===== src/rtl/alu_req_arbiter.sv =====
// Shares one 8-bit ALU among NUM_REQ valid/ready requesters, one operation in flight.
// Define ALU_ARB_FIXED_PRIO_EN for fixed priority (lowest index wins); default is round-robin.
module alu_req_arbiter #(
    parameter int  NUM_REQ     = 4,
    parameter int  ALU_LATENCY = 0,
    localparam int IDW         = $clog2(NUM_REQ)
) (
    input  logic                 clk,
    input  logic                 reset,
    input  logic [NUM_REQ-1:0]   req_valid,
    output logic [NUM_REQ-1:0]   req_ready,
    input  logic [8*NUM_REQ-1:0] req_a,
    input  logic [8*NUM_REQ-1:0] req_b,
    input  logic [4*NUM_REQ-1:0] req_op,
    output logic [7:0]           alu_a_in,
    output logic [7:0]           alu_b_in,
    output logic [3:0]           alu_opcode_in,
    input  logic [7:0]           alu_y_out,
    input  logic                 alu_co_out,
    output logic                 rsp_valid,
    input  logic                 rsp_ready,
    output logic [7:0]           rsp_y,
    output logic                 rsp_co,
    output logic [IDW-1:0]       rsp_id,
    output logic                 busy
);

    typedef enum logic [1:0] {IDLE, WAIT, RESP} state_t;

    localparam int unsigned NREQ     = NUM_REQ;
    localparam logic [2:0]  CNT_INIT = 3'(ALU_LATENCY);

    state_t         state, next_state;
    logic [2:0]     cnt;
    logic           win_found;
    logic [IDW-1:0] win_id;
    logic           grant;
    logic [7:0]     sel_a, sel_b;
    logic [3:0]     sel_op;

`ifdef ALU_ARB_FIXED_PRIO_EN
    always_comb begin
        win_found = 1'b0;
        win_id    = '0;
        for (int unsigned i = 0; i < NREQ; i++) begin
            if (!win_found && req_valid[i]) begin
                win_found = 1'b1;
                win_id    = IDW'(i);
            end
        end
    end
`else
    logic [IDW-1:0] ptr;
    logic [IDW-1:0] cand;

    // Search starts just after the last granted requester and wraps around.
    always_comb begin
        win_found = 1'b0;
        win_id    = '0;
        cand      = '0;
        for (int unsigned k = 1; k <= NREQ; k++) begin
            cand = IDW'((32'(ptr) + k) % NREQ);
            if (!win_found && req_valid[cand]) begin
                win_found = 1'b1;
                win_id    = cand;
            end
        end
    end

    always_ff @(posedge clk or negedge reset) begin
        if (!reset) begin
            ptr <= IDW'(NUM_REQ - 1);
        end else if (grant) begin
            ptr <= win_id;
        end
    end
`endif

    always_comb begin
        sel_a  = '0;
        sel_b  = '0;
        sel_op = '0;
        for (int unsigned i = 0; i < NREQ; i++) begin
            if (IDW'(i) == win_id) begin
                sel_a  = req_a[8*i +: 8];
                sel_b  = req_b[8*i +: 8];
                sel_op = req_op[4*i +: 4];
            end
        end
    end

    // Gated by reset so no accept strobe can appear while reset is held.
    always_comb begin
        req_ready = '0;
        if (state == IDLE && win_found && reset) begin
            req_ready[win_id] = 1'b1;
        end
    end

    assign grant = |req_ready;

    always_ff @(posedge clk or negedge reset) begin
        if (!reset) begin
            state <= IDLE;
        end else begin
            state <= next_state;
        end
    end

    always_comb begin
        next_state = state;
        rsp_valid  = 1'b0;
        busy       = 1'b1;
        case (state)
            IDLE: begin
                busy = 1'b0;
                if (grant) begin
                    next_state = WAIT;
                end
            end
            WAIT: begin
                if (cnt == '0) begin
                    next_state = RESP;
                end
            end
            RESP: begin
                rsp_valid = 1'b1;
                if (rsp_ready) begin
                    next_state = IDLE;
                end
            end
            default: begin
                next_state = IDLE;
                busy       = 1'b0;
            end
        endcase
    end

    always_ff @(posedge clk or negedge reset) begin
        if (!reset) begin
            alu_a_in      <= '0;
            alu_b_in      <= '0;
            alu_opcode_in <= '0;
            rsp_y         <= '0;
            rsp_co        <= 1'b0;
            rsp_id        <= '0;
            cnt           <= '0;
        end else begin
            if (grant) begin
                alu_a_in      <= sel_a;
                alu_b_in      <= sel_b;
                alu_opcode_in <= sel_op;
                rsp_id        <= win_id;
                cnt           <= CNT_INIT;
            end
            if (state == WAIT) begin
                if (cnt == '0) begin
                    rsp_y  <= alu_y_out;
                    rsp_co <= alu_co_out;
                end else begin
                    cnt <= cnt - 3'd1;
                end
            end
        end
    end

endmodule

===== config.mk =====
export PLATFORM = sky130hd
export DESIGN_NAME = alu_req_arbiter
export DESIGN_NICKNAME = d
export VERILOG_FILES = /design/src/rtl/alu_req_arbiter.sv
export SDC_FILE = /design/constraint.sdc
export NUM_CORES = 1
export LEC_CHECK = 0
export CORE_MARGIN = 3
export CORE_UTILIZATION = 35
export DETAILED_ROUTE_END_ITERATION = 6
export GPL_ROUTABILITY_DRIVEN = 0
export PLACE_DENSITY_LB_ADDON = 0.05
export SETUP_SLACK_MARGIN = 0.02
export SLEW_MARGIN = 10
export SYNTH_ARGS = -nofsm -noshare
export SYNTH_HDL_FRONTEND = slang
export SYNTH_SLANG_ARGS = --single-unit

===== constraint.sdc =====
create_clock -name clk -period 1.77 [get_ports clk]
set_input_delay 0.4425 -clock clk [delete_from_list [all_inputs] [get_ports clk]]
set_output_delay 0.4425 -clock clk [all_outputs]
set_load 0.05 [all_outputs]

After elaboration in Yosys (flattened, before gate mapping)
Cells that the tools add are included.
Word-level totals
  bits in registers: 38
  input port bits: 96
Cells by class
  magnitude comparators: 6
  mux-type cells: 40
  eq/ne operators: 8
  reductions and logical operators: 16
  add/sub/neg operators: 5
Operators with widths (number)
  $mux W8: 8
  $mux W4: 5
  $lt A2 B3 Y1 const B: 5
  $mux W2: 7
  $mux W1: 11
  $mux W3: 3
  $bmux W1 S2: 4
  $logic_and A1 B1 Y1: 6
  $ne A2 B2 Y1 const B: 3
  $pmux W2 S3: 1
  $add A2 B1 Y2 const B: 2
  $add A2 B2 Y2 const B: 2
  $eq A2 B2 Y1 const A: 2
  $logic_not A2 Y1: 2
  $reduce_or A4 Y1: 1
  $logic_not A1 Y1: 3
  $logic_not A3 Y1: 1
  $reduce_and A3 Y1: 1
  $sub A3 B1 Y3 const B: 1
  $demux W1 S2: 1
  $eq A1 B2 Y1 const A: 1
  $eq A2 B1 Y1 const B: 1
  $eq A2 B2 Y1 const B: 1
  $ge A2 B1 Y1 const B: 1
  2 further kinds: 2

Depth between registers and ports, before layout
Gate-level depths: netlist of the first run.
  word-level depth: 22
  depth in mapped cells: 7
  mapped depth without buffers: 7

Least setup slack after synthesis of the first run
OpenSTA, ideal clock, no wires.
  path type: register to output
  start: register ptr[1]
  end: output req_ready[0]
  data arrival time: 2192 ps
  cell stages (with the launch flop): 7
  setup slack: -864 ps
  buffers on the path: 3
  data required time: 1327 ps
  cell sequence: dfstp_2 -> buf_6 -> a21o_1 -> a31oi_1 -> buf_4 -> buf_4 -> nor3_1
Between the ends
  longest elaborated chain between the ends: 18
RTL lines
  from (decl): line 53  | logic [IDW-1:0] ptr;
  from (signal assigned): line 72  | ptr <= IDW'(NUM_REQ - 1);
  from (signal assigned): line 74  | ptr <= win_id;
  $add A2 B1 Y2: line 62  | cand = IDW'((32'(ptr) + k) % NREQ);
  $bmux W1 S2: line 63  | if (!win_found && req_valid[cand]) begin
  $mux W1 (implied by the code): line 63
  $mux W1: line 63
  $logic_not A1 Y1: line 63
  $logic_and A1 B1 Y1: line 63
  $mux W1: line 63
  $logic_not A1 Y1: line 63
  [... 2 more ...]
  $logic_not A1 Y1: line 63
  $logic_and A1 B1 Y1: line 63
  $mux W2: line 63
  $lt A2 B3 Y1 (implied by the code) or $ge A2 B1 Y1 (tied branches): line 96  | req_ready[win_id] = 1'b1;
  $logic_and A1 B1 Y1 (implied by the code): line 96
  $mux W1 (implied by the code): line 96
  $demux W1 S2: line 96
  $mux W4 *: line 95  | if (state == IDLE && win_found && reset) begin
  to (decl): line 11  | output logic [NUM_REQ-1:0] req_ready,
Every way passes the cells marked *; elsewhere a longest branch is shown, timed or not. The select of a mux whose other input is x is not followed.

Worst setup path in the final report of the first run
Same ends and word-level chain as after synthesis.

==> summary.md, run 1 <==
| Metric | Value |
|---|---|
| Run status | finished, violations left |
| Violated checks | setup timing |
| Share of the synthesized area in the top cell type | 37.02% |
| Root buffer cell | clkbuf_8 |
| IO buf count | 132 |
| Nets@finish | 478 |
| Arr. time, crit path | 1.76 ns |
| IO Count | 133 |
| Yosys warns | 0 |
| Die Span X | 89.39 µm |
| Max-slew violations | 0 |
| Placement Cell Area | 4091 µm² |
| Sequential standard cell area | 953.4 µm² |
| GRT Residual Overflow | 0 |
| Number of remaining DRC errors | 0 |
| Pwr per Cell Area | 1711 nW/µm² |
| Drt first pass iters | 3 |
| Slew headroom | 72.75% |
| Min Tclk post-route | 2.200 ns |
| DIE AREA | 7990 µm² |
| Top Metal Used | met5 |
| Largest net degree at the start of global routing | 32 |
| All-Layer GR Usage | 17.28% |
| Number of filler cells placed in the layout | 537 |
| Final Skew | 0.006995 ns |
| Distinct cells, synth | 33 |
| DR WL met2 | 3.770 mm |
| M1 wire length | 2.758 mm |
| Critical path launch point type | flip-flop |
| Hold Path Class | input pin to async pin |
| Chip height | 89.39 µm |
| Most common cell after layout, fill and taps aside | clkdlybuf4s50_1 |
| PnR worst setup slack | -0.4302 ns |
| Placed cells | 438 |
| Total CTS buffers | 5 |
| Clock Tree Buf Depth | 2 |
| Final Setup Violations | 25 |
| Ratio of final minimum period to clock period | 124.3% |
| CTS Sinks | 38 |
| Final Non-Filler Cells | 453 |
| Synth Cell Area | 2434 µm² |
| Commonest cells after routing, fill and taps aside | clkdlybuf4s50_1 (90), buf_4 (65), mux2i_1 (42) |
| Wire per inst | 15.72 µm |
| Row count | 29 |
| Number of global-route vias before repair | 2201 |
| R2R Path End | alu_opcode_in[2] |
| Fmax | 454.5 MHz |
| R2r setup slk | -0.36 ns |
| CTS tree | yes |
| H-tree levels | 2 |
| Final Total Pwr | 7.444 mW |
| Leading area contributor after synthesis | dfrtp_1 |
| Mapped Nets | 307 |
| Leakage power | 1.965 nW |
| Post-DRT Antenna Nets | 0 |
| Post-synthesis sequential element count | 38 |
| Layout area overhead | 78.77% |
| Core area | 6531 µm² |
| # diodes | 0 |
| Fraction of layout cells with a size suffix above 1 | 37.77% |
| CP Launch Point | ptr[1] |
| # hold bufs at CTS | 0 |
| Setup crit end | req_ready[0] |
| Avg Inst Size Synth | 11.93 µm² |
| Top post-synthesis cells by area | dfrtp_1 (37%), mux2i_1 (17%), o221ai_2 (12%) |
| Via density | 4.918 |
| Footprint of the multi-input gates | 1394 µm² |
| Crit path kind | flip-flop to output pin |
| Worst-Margin Slew | 0.4088 ns |
| First-pass GRT wire length | 10.38 mm |
| Synth Instances | 204 |
| R2R depth | 7 |
| Worst r2r src | ptr[1] |
| Initial antenna violation count | 1 |
| Worst VDD drop | 1427 µV |
| DRT Wirelength | 7.119 mm |
| Initial Util | 37.26% |
| Hold Fails Final Rpt | 0 |
| Sequential fraction of the synthesis area | 39.18% |
| Required time of the critical path | 1.33 ns |
| Hpwl dp | 5.815 mm |
| Worst skew pair latency | 0.29 ns |
| RSZ-0062 raised after global routing | true |
| CP Capture Type | output pin |
| CP max FO | 7 |
| CTS clock-pin slew for the worst setup and hold paths | 0.08 ns |
| Met3 wire len | 489 µm |
| Final Instance Area | 4350 µm² |
| DR iter-0 viols | 27 |
| Routed vias | 2228 |
| Max cap viols | 0 |
worst min path at each step:
| stage | slack [ns] | from | cells past startpoint | end |
|---|---|---|---|---|
| 2_1_floorplan | 0.15 | reset | 0 | alu_a_in[0] |
| 3_3_place_gp | 0.45 | reset | 2 | state[1] |
| 3_5_place_dp | 0.44 | reset | 2 | state[1] |
| 4_1_cts | 0.12 | reset | 2 | state[1] |
| 5_1_grt | 0.13 | reset | 2 | rsp_co |
| 6_report | 0.14 | reset | 2 | state[1] |
repair_timing:
action                                  4_1_cts  5_1_grt
setup buffers                                 4        2
gates resized for setup                      17        4
endpoints found under the hold margin         0        0
cloned                                        1        0
endpoints found under the setup margin       34       28
pin swaps                                     5        1
final cells by class:
cell class	instances	share of cell area [%]
clock inverter	3	1.582
sequential	38	21.92
inverter	7	0.6040
clock buffer	5	1.582
tap	77	2.215
timing repair buffer	177	40.06
multi-input combinational	146	32.04
where the power goes:
group / total [mW] / internal, mW / switching, mW
logic: 5.00 / 2.21 / 2.79
clock network: 0.895 / 0.565 / 0.330
registers: 1.55 / 1.31 / 0.238
total: 7.44 / 4.09 / 3.36
critical path, stage by stage (launching register included):
cell and delay, ns:
dfstp_2 0.61, a21o_1 0.17, a31oi_4 0.14, buf_12 0.16, nor3_4 0.21, buf_12 0.16
registers in the layout, summed over array words and instances, names as in the netlist:
name	count
cnt	3
alu_b_in	8
alu_a_in	8
rsp_y	8
rsp_id	2
rsp_co	1
ptr	2
state	2
alu_opcode_in	4
Yosys cell counts (all sizes together):
cell type  count
a21boi         1
nor3           1
o221ai        21
o22a           1
mux2          11
a311oi         1
nand3          5
o21ai          4
mux2i         42
and4b          1
and3           1
nor2b          1
nand2         31
nand2b         4
nand3b         1
a32oi          1
o211ai         1
a21o           2
a21oi          4
dfstp          2
inv            7
dfrtp         36
or4            1
a31oi          1
buf           13
ha             7
nor2           3
through the flow:
step	utilization [%]	setup slack [ns]	hold WS, ns	TNS (ns)
floorplan	-	-0.2298	0.1469	-0.8183
global placement	62.64	-0.6635	0.4505	-17.32
detailed placement	62.64	-0.6805	0.4445	-18.14
CTS	66.15	-0.4434	0.1185	-8.822
global route	66.61	-0.5350	0.1272	-11.41
finish	66.61	-0.4302	0.1409	-8.240
layer usage:
metal  vias to the layer above  track usage [%]
met4                         2            4.871
met5                         -                0
met1                      1056            18.74
met2                        62            32.42
met3                        10            4.977
li1                       1098                -
kinds of logic after synthesis:
family                     count (synthesis)  synth area share (%)
buffers and inverters                     20                 7.507
muxes                                     53                 22.36
DFF                                       38                 39.18
AOI/OAI and AO/OA                         37                 17.22
and+or+nand+nor                           49                 10.13
adders and majority gates                  7                 3.599
No activity file was read; power rests on OpenSTA's default activity.
==> run 2, diff against run 1 <==
--- a/config.mk
+++ b/config.mk
@@ -9,8 +9,10 @@
 export CORE_UTILIZATION = 35
 export DETAILED_ROUTE_END_ITERATION = 6
 export GPL_ROUTABILITY_DRIVEN = 0
+export MAX_ROUTING_LAYER = met4
 export PLACE_DENSITY_LB_ADDON = 0.05
 export SETUP_SLACK_MARGIN = 0.02
+export SKIP_LAST_GASP = 1
 export SLEW_MARGIN = 10
 export SYNTH_ARGS = -nofsm -noshare
 export SYNTH_HDL_FRONTEND = slang
==> summary.md, run 2 (same netlist as run 1, synthesis figures left out) <==
| Metric | Value |
|---|---|
| Run status | finished, violations left |
| Violated checks | setup timing |
| H-tree levels | 2 (unchanged) |
| Number of filler cells placed in the layout | 537 (unchanged) |
| Chip height | 89.39 µm (unchanged) |
| Hold Path Class | input pin to async pin |
| Leakage power | 1.965 nW (unchanged) |
| CTS Sinks | 38 (unchanged) |
| Core area | 6531 µm² (unchanged) |
| Number of remaining DRC errors | 0 (unchanged) |
| DIE AREA | 7990 µm² (unchanged) |
| CTS tree | yes |
| Final Non-Filler Cells | 454 (+0.22%) |
| Critical path launch point type | flip-flop |
| Sequential standard cell area | 953.4 µm² (unchanged) |
| Comb pwr share | 67.2% (about the same) |
| Die Span X | 89.39 µm (unchanged) |
| Seq pwr share | 20.8% (about the same) |
| Total CTS buffers | 5 (unchanged) |
| Layout area overhead | 78.87% (about the same) |
| R2R depth | 7 (unchanged) |
| GRT Residual Overflow | 0 (unchanged) |
| Max-slew violations | 0 (unchanged) |
| Fmax | 455.7 MHz (+0.26%) |
| Row count | 29 (unchanged) |
| CP max FO | 7 (unchanged) |
| Max cap viols | 0 (unchanged) |
| Sw Pwr | 3.355 mW (-0.12%) |
| Placement Cell Area | 4091 µm² (unchanged) |
| Nets@finish | 478 (unchanged) |
| IO Count | 133 (unchanged) |
| Setup TNS | -8.176 ns (+0.06375 ns) |
| Worst r2r src | ptr[1] |
| Initial Util | 37.26% (unchanged) |
| Routed vias | 2229 (+0.045%) |
| Placed cells | 438 (unchanged) |
| Ratio of final minimum period to clock period | 124.0% (-0.32 points) |
| RSZ-0062 raised after global routing | true |
| Worst VDD drop | 1425 µV (-0.16%) |
| Worst-Margin Slew | 0.4128 ns (+0.004072 ns) |
| Worst skew pair latency | 0.29 ns (about the same) |
| Pwr per Cell Area | 1709 nW/µm² (-0.11%) |
| DR iter-0 viols | 41 (+52%) |
| Post-DRT Antenna Nets | 0 (unchanged) |
| PnR worst setup slack | -0.4245 ns (+0.005694 ns) |
| # hold bufs at CTS | 0 (unchanged) |
| Commonest cells after routing, fill and taps aside | clkdlybuf4s50_1 (90), buf_4 (65), mux2i_1 (42) |
| Wire per inst | 15.66 µm (-0.37%) |
| First-pass GRT wire length | 10.38 mm (about the same) |
| Arr. time, crit path | 1.75 ns (about the same) |
| Hpwl dp | 5.815 mm (unchanged) |
| CTS clock-pin slew for the worst setup and hold paths | 0.08 ns (about the same) |
| Final Instance Area | 4353 µm² (about the same) |
| Biggest regs | alu_a_in x8, alu_b_in x8, rsp_y x8 |
| Fraction of layout cells with a size suffix above 1 | 37.77% (unchanged) |
| R2R Path End | alu_opcode_in[2] |
| Via density | 4.910 (-0.18%) |
| Dpl ws | -0.6805 ns (unchanged) |
| Final Skew | 0.005346 ns (-0.001650 ns) |
| CP Capture Type | output pin |
| Slew headroom | 72.48% (-0.27 points) |
| Final Setup Violations | 25 (unchanged) |
| All-Layer GR Usage | 17.80% (+0.52 points) |
| Final Total Pwr | 7.440 mW (about the same) |
| Sw frac | 45.09% (about the same) |
| R2r setup slk | -0.36 ns (about the same) |
| Drt first pass iters | 3 (unchanged) |
| Clock power share | 12.0% (about the same) |
| Root buffer cell | clkbuf_8 |
| Footprint of the multi-input gates | 1394 µm² (unchanged) |
| Int Power | 4.085 mW (about the same) |
| Crit path kind | flip-flop to output pin |
| Required time of the critical path | 1.33 ns (about the same) |
| DRT Wirelength | 7.108 mm (-0.15%) |
| Number of global-route vias before repair | 2204 (+0.14%) |
| Hold Fails Final Rpt | 0 (unchanged) |
| IO buf count | 132 (unchanged) |
| Min Tclk post-route | 2.195 ns (-0.005694 ns) |
| Most common cell after layout, fill and taps aside | clkdlybuf4s50_1 |
| Largest net degree at the start of global routing | 32 (unchanged) |
| Initial antenna violation count | 1 (unchanged) |
| Clock Tree Buf Depth | 2 (unchanged) |
[run 2: cell count changes in the layout (fill, tap and decap cells not counted), sizes merged]
cell	change
diode	+1
[run 2: timing repair]
item | CTS | global route
pin swaps | 5 | 1
setup endpoints to repair | 34 | 28
gates resized for setup | 16 | 5
buffers inserted | 4 | 2
gates cloned | 1 | 0
[run 2: per-layer routing]
metal	vias to the layer above	part of all wire (%)	GRT usage [%]	wire length, µm
met5	-	0	-	0
met1	1056	39	18.91	2759
li1	1100	-	-	-
met2	63	53	32.42	3770
met3	10	6.9	4.700	492
met4	0	1.2	4.871	86
[run 2: layout make-up]
class,instances,share of cell area [%]
diodes,1,0.05749
clock inverters,3,1.581
flip-flops and latches,38,21.90
inverters,7,0.6036
repair buffers,177,40.04
clock buffers,5,1.581
well taps,77,2.213
multi-input cells,146,32.02
[run 2: how the worst max path moves through the flow]
stage                 startpoint  depth (start not counted)      endpoint
floorplan                 ptr[1]                          6  req_ready[1]
global placement    req_valid[3]                          6  req_ready[3]
detailed placement  req_valid[3]                          6  req_ready[3]
CTS                       ptr[1]                          5  req_ready[0]
global route              ptr[1]                          5  req_ready[0]
finish                    ptr[1]                          5  req_ready[0]
[run 2: worst max-delay path, cell delays in order (launching register included)]
cell     delay, ns
dfstp_2       0.61
a21o_1        0.17
a31oi_4       0.14
buf_12        0.16
nor3_4        0.21
buf_12        0.16
[run 2: power by group through the flow]
stage,logic (mW),clock network [mW],registers [mW]
6_report,5.00,0.892,1.55
3_5_place_dp,4.86,0,1.57
2_1_floorplan,2.06,0,2.73
5_1_grt,5.34,0.965,1.60
3_3_place_gp,4.82,0,1.55
4_1_cts,5.02,0.925,1.55
[run 2: metrics by stage]
| step | utilization [%] | hold slack, ns |
|---|---|---|
| floorplan | - | 0.1469 |
| global placement | 62.64 | 0.4505 |
| detailed placement | 62.64 | 0.4445 |
| CTS | 66.11 | 0.1185 |
| global route | 66.65 | 0.1280 |
| finish | 66.65 | 0.1413 |
